`src/rtl/regfile_write_arbiter.sv`:
```
// Round-robin owner of the register file write port, with a clear sequencer and a stall counter.
// Define REGFILE_R0_ZERO_EN to suppress requester writes to r0 (the clear sequence still writes it).
module regfile_write_arbiter #(
  parameter int ADDR_W   = 5,
  parameter int DATA_W   = 32,
  parameter int NUM_REGS = 32,
  parameter int STALL_W  = 16
) (
  input  logic               clk,
  input  logic               rst,
  input  logic               a_valid,
  output logic               a_ready,
  input  logic [ADDR_W-1:0]  a_reg,
  input  logic [DATA_W-1:0]  a_data,
  input  logic               b_valid,
  output logic               b_ready,
  input  logic [ADDR_W-1:0]  b_reg,
  input  logic [DATA_W-1:0]  b_data,
  input  logic               clr_start,
  output logic               clr_busy,
  output logic               rf_write,
  output logic [ADDR_W-1:0]  rf_write_reg,
  output logic [DATA_W-1:0]  rf_write_data,
  output logic [STALL_W-1:0] stall_cnt
);

  typedef enum logic {ARB, CLEAR} state_t;

  localparam logic [ADDR_W-1:0]  LAST_REG  = ADDR_W'(NUM_REGS - 1);
  localparam logic [STALL_W-1:0] STALL_MAX = '1;

  state_t             state_reg;
  logic [ADDR_W-1:0]  clr_cnt_reg;
  logic               ptr_b_reg;   // 1 = B wins the next contested cycle
  logic               grant_a;
  logic               grant_b;
  logic               contested;
  logic               stalled;
  logic               wr_en;
  logic [ADDR_W-1:0]  wr_reg;
  logic [DATA_W-1:0]  wr_data;

  // Grants are withheld while reset is asserted so no request is consumed and then dropped.
  always_comb begin
    grant_a = 1'b0;
    grant_b = 1'b0;
    if (rst && state_reg == ARB && !clr_start) begin
      grant_a = a_valid && (!b_valid || !ptr_b_reg);
      grant_b = b_valid && (!a_valid || ptr_b_reg);
    end
  end

  assign a_ready   = grant_a;
  assign b_ready   = grant_b;
  assign contested = a_valid && b_valid;
  assign stalled   = (a_valid && !grant_a) || (b_valid && !grant_b);
  assign wr_reg    = grant_a ? a_reg : b_reg;
  assign wr_data   = grant_a ? a_data : b_data;
  assign clr_busy  = (state_reg == CLEAR);

`ifdef REGFILE_R0_ZERO_EN
  assign wr_en = (grant_a || grant_b) && (wr_reg != '0);
`else
  assign wr_en = grant_a || grant_b;
`endif

  always_ff @(posedge clk) begin
    if (!rst) begin
      state_reg     <= ARB;
      clr_cnt_reg   <= '0;
      ptr_b_reg     <= 1'b0;
      rf_write      <= 1'b0;
      rf_write_reg  <= '0;
      rf_write_data <= '0;
      stall_cnt     <= '0;
    end else begin
      if (stalled && stall_cnt != STALL_MAX)
        stall_cnt <= stall_cnt + 1'b1;
      rf_write <= 1'b0;
      case (state_reg)
        ARB: begin
          if (clr_start) begin
            state_reg   <= CLEAR;
            clr_cnt_reg <= '0;
          end else begin
            if (wr_en) begin
              rf_write      <= 1'b1;
              rf_write_reg  <= wr_reg;
              rf_write_data <= wr_data;
            end
            // A contested grant hands priority to the loser.
            if (contested && (grant_a || grant_b))
              ptr_b_reg <= grant_a;
          end
        end
        CLEAR: begin
          rf_write      <= 1'b1;
          rf_write_reg  <= clr_cnt_reg;
          rf_write_data <= '0;
          clr_cnt_reg   <= clr_cnt_reg + 1'b1;
          if (clr_cnt_reg == LAST_REG)
            state_reg <= ARB;
        end
        default: state_reg <= ARB;
      endcase
    end
  end

endmodule

```
`config.mk`:
```
export PLATFORM = sky130hd
export DESIGN_NAME = regfile_write_arbiter
export DESIGN_NICKNAME = d
export VERILOG_FILES = /design/src/rtl/regfile_write_arbiter.sv
export SDC_FILE = /design/constraint.sdc
export NUM_CORES = 1
export LEC_CHECK = 0
export CORE_UTILIZATION = 42
export DETAILED_ROUTE_END_ITERATION = 10
export GPL_ROUTABILITY_DRIVEN = 0
export PLACE_DENSITY = 0.76
export SYNTH_ARGS = -nofsm -noshare
export SYNTH_HDL_FRONTEND = slang
export SYNTH_SLANG_ARGS = --single-unit
```
`constraint.sdc`:
```
create_clock -name clk -period 2.2 [get_ports clk]
set_clock_uncertainty 0.15 [all_clocks]
set_input_delay 0.22 -clock clk [delete_from_list [all_inputs] [get_ports clk]]
set_output_delay 0.22 -clock clk [all_outputs]
set_load 0.01 [all_outputs]
```
==> results.json <==
{
  "rsz0062_at_grt": "false",
  "worst_path_max_delay_cell": "clkdlybuf4s50_1",
  "syn2layout_area_growth_pct": 55.5,
  "clock_latency_ps": 340,
  "drc_errors": 0,
  "crit_type": "input pin to output pin",
  "critPathRequiredTime_ps": 1830,
  "dieArea_sq_um": 7620,
  "yosysSeqAreaShare_pct": 40.0,
  "via_per_inst": 5.45,
  "fmax_mhz": 470,
  "total_power_w": 0.00258,
  "crit_top_cell": "clkdlybuf4s50_1",
  "power_density_nw_per_um2": 543,
  "port_buffers": 135,
  "crit_path_end_kind": "output pin",
  "place_ws_ps": -43.2,
  "synth_ff_type": "dfxtp_1",
  "grt_pass1_vias": 3043,
  "wl_per_cell_um": 15.8,
  "drt-pass1-iter-count": 4,
  "fin_ws_ps": 70.8,
  "cts-root-buf": "clkbuf_8",
  "path_buf_inv": 3,
  "finalCritPeriodShare_pct": 96.8,
  "yosys_warnings": 0,
  "drive_gt1_share_pct": 9.94,
  "tightest_slew_ps": 489,
  "grt_pass1_wl_um": 14600,
  "slowest_delay_ps": 560,
  "netlist_area_sq_um": 3050,
  "num_io_pins": 136,
  "coreArea_sq_um": 6910,
  "cts.sinks": 61,
  "synth_edf_count": 0,
  "critPathTopFamily": "buffers and inverters",
  "finalCriticalPeriod_ps": 2130,
  "synth_seq_cells": 61,
  "r2r_slack_ps": 220,
  "hp-class": "input pin to flip-flop",
  "finalWirelength_um": 9440,
  "status": "finished clean",
  "rows": 30,
  "synth_largest_area_cell": "dfxtp_1",
  "vias": 3266,
  "drt_iter0_markers": 140,
  "ant_nets": 0,
  "synthArstFlopShare_pct": 0,
  "die_w_um": 87.3,
  "largest_reg_flops": 32,
  "start_kind": "input pin",
  "crit_path_max_fanout": 5,
  "antenna_found_initial": 0,
  "grt.total_usage_pct": 24.9,
  "yosysTopAreaCellShare_pct": 40.0,
  "utilization_pct": 68.8,
  "place_hpwl_um": 6930,
  "hold_depth": 3,
  "ys_top_cells_by_count": "dfxtp_1 (61), nand3_1 (45), nand2_1 (44)",
  "cts_tree": "done",
  "cts_buffers": 9,
  "path_cells": "clkdlybuf4s50_1, a21boi_4, nand2_1, inv_1, clkdlybuf4s50_1",
  "cp_data_arrival_time_ps": 1760,
  "nNetsFinal": 581,
  "antenna_cells": 0,
  "irDropWorstVdd_mv": 0.339,
  "cts-hold-fix-buffers": 0,
  "cp.depth": 5,
  "hold_viol": 0,
  "p_leak_nw": 1.71,
  "die_y_um": 87.3,
  "maxCapViolCount": 0,
  "start_util_pct": 44.2,
  "grt_overflow": 0,
  "clkSlewWorstSetupHoldPaths_ps": 70,
  "slew_headroom_pct": 67.3,
  "r2r_cells": 6,
  "slew_violations": 0,
  "syn_nets": 443,
  "synth_area_leaders": "dfxtp_1 (40%), a311oi_1 (8.3%), nand3_1 (7.4%)",
  "syn_avg_cell_area_sq_um": 8.46,
  "post-synth-top-count-cell": "dfxtp_1",
  "synth_cell_types": 44,
  "setup_viol": 0,
  "clockBufferDepth": 2,
  "grt_max_degree": 33,
  "netlist_instances": 361,
  "htree_levels": 3
}
timing repair:
action,4_1_cts,5_1_grt
buffers inserted,0,0
setup endpoints to repair,0,2
resized for setup,0,2
stage by stage:
stage	hold WS, ps	TNS (ps)	instance area [sq um]	std cells
2_1_floorplan	225	0	3050	361
3_3_place_gp	324	0	4570	584
3_5_place_dp	342	-147	4570	584
4_1_cts	294	0	4740	599
5_1_grt	242	0	4750	599
6_report	186	0	4750	599
cells by family after synthesis:
group           after synthesis  share of synthesized area (%)
buf+inv                      35                           6.31
flops                        61                           40.0
fa+ha+maj                     3                           1.23
mux                          19                           6.43
compound gates               69                           16.8
simple gates                173                           29.0
xor+xnor                      1                          0.287
power breakdown:
group | internal (W) | total (W) | switching [W]
clock | 0.000494 | 0.000921 | 0.000426
combinational | 0.000281 | 0.000493 | 0.000212
sequential | 0.00114 | 0.00117 | 0.0000251
worst reg2reg max path, cell delays in order, from the launching register on:
cell	delay, ps
dfxtp_1	440
ha_1	290
nand4_1	230
nor4_4	300
buf_4	230
nor4_1	90
mux2i_1	130
routing by layer:
metal	vias to the layer above	track usage [%]	wire length [um]
met1	1524	32.7	4140
met4	0	11.9	208
met2	119	40.1	4420
li1	1609	-	-
met3	14	3.70	669
met5	-	0	0
cell usage in the layout (no fill, tap or decap), types with 8 or more instances in the layout:
cell type,instances
nand2_1,44
or4_1,8
buf_4,19
dfxtp_1,61
nand3_1,45
a21oi_1,14
clkdlybuf4s50_1,133
a311oi_1,29
nor2_1,40
o21ai_1,8
mux2i_1,14
clkbuf_8,12
final timing paths:
path / start / endpoint
worst max-delay path: a_valid / a_ready
worst min-delay path: b_valid / rf_write
worst max register to register: stall_cnt[0] / stall_cnt[8]
worst min register to register: rf_write_data[11] / rf_write_data[11]
final cells by class:
cell class | count | area [sq um]
Fill cell | 593 | 2160
Multi-Input combinational cell | 265 | 1650
Timing Repair Buffer | 157 | 1560
Sequential cell | 61 | 1220
Clock buffer | 14 | 173
Tap cell | 96 | 120
Inverter | 5 | 18.8
Clock inverter | 1 | 5.00
(Power assumes the default switching activity.)
